--- src/rtl/squarewave_pkg.sv ---
// Shared defaults and helpers for the square-wave generator.
// HALF_PERIOD is derived here so parent designs can compute it the same way.
package squarewave_pkg;

  localparam int unsigned DefaultClkFreqHz  = 50_000_000;
  localparam int unsigned DefaultOutFreqHz  = 1000;
  localparam int unsigned DefaultSyncStages = 2;

  // Cycles per output half-period; a zero output frequency yields 0 so elaboration can reject it.
  function automatic int unsigned calc_half_period(input int unsigned clk_freq_hz,
                                                   input int unsigned out_freq_hz);
    if (out_freq_hz == 0) return 0;
    return clk_freq_hz / (2 * out_freq_hz);
  endfunction

  function automatic int unsigned calc_cnt_width(input int unsigned half_period);
    return (half_period > 1) ? $clog2(half_period) : 1;
  endfunction

endpackage

--- src/rtl/sync_ff.sv ---
// Multi-flop synchronizer for a single asynchronous level signal.
// The last stage is the synchronized output.
module sync_ff #(
  parameter int unsigned STAGES = 2
) (
  input  logic clk,
  input  logic rst_n,
  input  logic d,
  output logic q
);

  if (STAGES < 2) begin : g_bad_stages
    $error("sync_ff: STAGES must be at least 2");
  end

  logic [STAGES-1:0] sync_q;

  always_ff @(posedge clk or negedge rst_n) begin
    if (!rst_n) begin
      sync_q <= '0;
    end else begin
      sync_q <= {sync_q[STAGES-2:0], d};
    end
  end

  assign q = sync_q[STAGES-1];

endmodule

--- src/rtl/squarewave_generator.sv ---
// Enable-gated square-wave generator: a half-period counter drives a toggle flop.
// Disabling clears the phase so every re-enable starts with Pulse low.
module squarewave_generator
  import squarewave_pkg::*;
#(
  parameter int unsigned CLK_FREQ_HZ = DefaultClkFreqHz,
  parameter int unsigned OUT_FREQ_HZ = DefaultOutFreqHz,
  parameter int unsigned SYNC_STAGES = DefaultSyncStages
) (
  input  logic sysclk,
  input  logic rst_n,
  input  logic Enable_SW_3,
  output logic Pulse
);

  localparam int unsigned HALF_PERIOD = calc_half_period(CLK_FREQ_HZ, OUT_FREQ_HZ);
  localparam int unsigned CntW        = calc_cnt_width(HALF_PERIOD);
  localparam logic [CntW-1:0] CntMax  = CntW'(HALF_PERIOD - 1);

  if (HALF_PERIOD < 1) begin : g_bad_half_period
    $error("squarewave_generator: HALF_PERIOD must be at least 1");
  end

  if (SYNC_STAGES < 2) begin : g_bad_sync_stages
    $error("squarewave_generator: SYNC_STAGES must be at least 2");
  end

  logic            enable_s;
  logic [CntW-1:0] half_cnt;
  logic            pulse_q;

  sync_ff #(
    .STAGES(SYNC_STAGES)
  ) u_sync_ff (
    .clk  (sysclk),
    .rst_n(rst_n),
    .d    (Enable_SW_3),
    .q    (enable_s)
  );

  always_ff @(posedge sysclk or negedge rst_n) begin
    if (!rst_n) begin
      half_cnt <= '0;
      pulse_q  <= 1'b0;
    end else if (!enable_s) begin
      half_cnt <= '0;
      pulse_q  <= 1'b0;
    end else if (half_cnt == CntMax) begin
      half_cnt <= '0;
      pulse_q  <= ~pulse_q;
    end else begin
      half_cnt <= half_cnt + 1'b1;
    end
  end

  assign Pulse = pulse_q;

endmodule

--- config.mk ---
export PLATFORM = sky130hd
export DESIGN_NAME = squarewave_generator
export DESIGN_NICKNAME = d
export VERILOG_FILES = /design/src/rtl/squarewave_pkg.sv /design/src/rtl/sync_ff.sv /design/src/rtl/squarewave_generator.sv
export SDC_FILE = /design/constraint.sdc
export NUM_CORES = 1
export LEC_CHECK = 0
export ABC_AREA = 1
export CORE_ASPECT_RATIO = 0.75
export CORE_MARGIN = 10
export CORE_UTILIZATION = 35
export DETAILED_ROUTE_END_ITERATION = 7
export SKIP_CTS_REPAIR_TIMING = 1
export SYNTH_ARGS = -nofsm -noshare
export SYNTH_HDL_FRONTEND = slang
export SYNTH_HIERARCHICAL = 1
export SYNTH_SLANG_ARGS = --single-unit
export TNS_END_PERCENT = 1
--- constraint.sdc ---
create_clock -name sysclk -period 1.35 [get_ports sysclk]
set_clock_uncertainty 0.2 [all_clocks]
set_input_delay 0.27 -clock sysclk [delete_from_list [all_inputs] [get_ports sysclk]]
set_output_delay 0.27 -clock sysclk [all_outputs]
set_load 0.02 [all_outputs]
==> results.json <==
{
  "arrival_ns": 1.42,
  "timing.rr.end": "half_cnt[8]",
  "startpoint_type": "flop",
  "maxSlewViolCount": 0,
  "p_seq_share_pct": 57.7,
  "crit_type": "flop to flop",
  "io_buffers": 3,
  "cellLeakagePower_nw": 0.461,
  "holdWs_ns": 0.104,
  "grt.met3_usage_pct": 3.72,
  "r2r-start": "half_cnt[1]",
  "post-route-min-period_ns": 1.43,
  "htree_num_levels": 1,
  "drtPass1Iterations": 4,
  "synth_nets": 114,
  "syn_avg_cell_area_um2": 8.42,
  "fp.dieH_um": 64.5,
  "synth-compound-area-share_pct": 1.89,
  "yosysSeqAreaShare_pct": 48.6,
  "cp_max_fo": 4,
  "worst_setup_path_end_kind": "flop",
  "clkLatencyLatePin_ns": 0.29,
  "yosys.area.top_type": "dfrtp_1",
  "synthTopCellsByArea": "dfrtp_1, nor2_1, nand2_1",
  "synth_seq_cells": 18,
  "diodes": 0,
  "status": "complete, but fails checks",
  "grt_max_degree": 19,
  "p_sw_mw": 0.221,
  "p_per_area_mw_per_mm2": 850,
  "dpl-instance-area_mm2": 0.00107,
  "clock-sinks": 18,
  "viasPerCell": 4.72,
  "rrSetupSlack_ns": -0.08,
  "grt_setup_unrepaired": "yes",
  "post-route-period-util_pct": 106,
  "synth_top_area_share_pct": 48.6,
  "gp_congestion": 0.813,
  "die_area_mm2": 0.00512,
  "worstPathRequired_ns": 1.34,
  "grt_pass1_vias": 718,
  "setup_tns_ns": -0.332,
  "wire_per_inst_um": 11.6,
  "max_slew_margin_pct": 80.4,
  "clockRootBuffer": "clkbuf_4",
  "timing.final.ws_setup_ns": -0.0791,
  "cts_tree": "built",
  "drive_gt1_share_pct": 28.6,
  "synth_area_um2": 926,
  "placed_cells": 156,
  "synth-xor-area-share_pct": 6.62,
  "synth_cell_types": 19,
  "yosysWarnings": 6,
  "final_cell_mix": "nor2_1, nand2_1, dfrtp_1",
  "vias": 764,
  "antenna_found_initial": 0,
  "grtUsageMet1_pct": 9.38,
  "comb_power_share_pct": 8.6,
  "start_util_pct": 36.1,
  "cts_buffers": 3,
  "final_common_cell": "nor2_1",
  "swShare_pct": 22.6,
  "worst_pin_slew_ns": 0.293,
  "drt-total-wl_um": 1870,
  "nets": 131,
  "num_rows": 16,
  "finalNonFillerCells": 162,
  "cap_violations": 0,
  "r2r_cells": 6,
  "fmax_ghz": 0.700,
  "design_area_mm2": 0.00115,
  "grt_util_met2_pct": 11.9,
  "hold_violations": 0,
  "dp_hpwl_um": 1340,
  "synth_fa_ha_area_share_pct": 1.35,
  "die_w_um": 79.4,
  "grt_usage_pct": 7.53,
  "grt_pass1_wl_um": 3110,
  "design.core.area_mm2": 0.00256,
  "violations": "negative setup slack",
  "remaining_drc_errors": 0,
  "syn_to_final_growth_pct": 24.1,
  "setup_viol": 11,
  "irDropWorstVdd_mv": 0.482,
  "synth_cells": 110,
  "fill_cells": 267,
  "synthSimpleGateAreaFrac_pct": 37.8,
  "clk_pin_slew_ns": 0.10,
  "drt_iter0_drc": 55,
  "clkPwrFrac_pct": 33.6,
  "grt_overflow": 0,
  "synth.mux.area_fraction_pct": 0,
  "io_pins": 4,
  "clock_path_buffers": 2,
  "p_int_mw": 0.756,
  "synth_top_family_by_area": "simple AND/OR/NAND/NOR gates",
  "top_usage_layer": "met2",
  "hold_class": "primary input to asynchronous set/reset pin",
  "detail-route-antenna-nets": 0
}
[worst max path at each step]
stage / start / endpoint / slack [ns] / cells after the start
after CTS: Pulse / Pulse / -0.42 / 1
after detailed placement: Pulse / Pulse / -0.06 / 1
after global placement: Pulse / Pulse / -0.06 / 1
final: half_cnt[1] / half_cnt[8] / -0.08 / 6
after global routing: half_cnt[7] / Pulse / -0.15 / 8
after floorplan: half_cnt[0] / half_cnt[8] / 0.007 / 6
[metal layers]
metal,up-vias,wire length [um]
met1,363,926
met2,16,828
met3,4,103
li1,381,-
met4,0,14
met5,-,0
[power by group through the flow]
| stage | combinational (mW) | sequential [mW] | clock, mW |
|---|---|---|---|
| finish | 0.0843 | 0.564 | 0.328 |
| detailed placement | 0.0850 | 0.571 | 0 |
| floorplan | 0.0242 | 0.578 | 0 |
| global route | 0.0951 | 0.565 | 0.376 |
| global placement | 0.0837 | 0.570 | 0 |
| CTS | 0.0851 | 0.561 | 0.345 |
[worst max-delay path: stages (launching register included)]
cell and delay (ns):
dfrtp_1 0.41, ha_4 0.17, nand2_2 0.10, nor2_4 0.15, nand2_2 0.09, xor2_1 0.16, nor2_2 0.04
[Yosys cell counts]
cell,count
a21oi_1,1
a31oi_1,2
dfrtp_1,18
ha_1,1
inv_1,8
inv_2,1
nand2_1,17
nand2_2,5
nand2_4,1
nand3_1,9
nand3_2,1
nand4_1,4
nor2_1,24
nor2_2,8
nor2_4,1
nor3_1,1
nor3b_1,1
xnor2_1,2
xor2_1,5
[layout make-up]
class	count	area (um^2)	share of cell area [%]
multi-input cells	83	474	41.3
flip-flops and latches	18	454	39.5
repair buffers	12	105	9.15
well taps	36	45.0	3.92
clock buffers	4	36.3	3.16
inverters	9	33.8	2.94
[cells by family (layout without fill, tap and decap cells)]
| family | after synthesis | in the layout |
|---|---|---|
| AND/OR/NAND/NOR | 72 | 72 |
| XOR/XNOR | 7 | 7 |
| buffers and inverters | 9 | 25 |
| AO/OA/AOI/OAI | 3 | 3 |
| adder cells (fa/ha/maj) | 1 | 1 |
| flip-flops | 18 | 18 |
[sequential cells by signal, summed over array words and instances (netlist names)]
| name | count |
|---|---|
| u_sync_ff/sync_q | 2 |
| half_cnt | 15 |
| Pulse | 1 |
[stage by stage]
stage | util (%) | setup WS [ns] | total power, mW
3_5_place_dp | 41.9 | -0.0554 | 0.656
4_1_cts | 43.3 | -0.416 | 0.991
5_1_grt | 44.8 | -0.153 | 1.04
6_report | 44.8 | -0.0791 | 0.977
3_3_place_gp | 41.9 | -0.0573 | 0.654
2_1_floorplan | - | 0.00680 | 0.602
(Power assumes the default switching activity.)
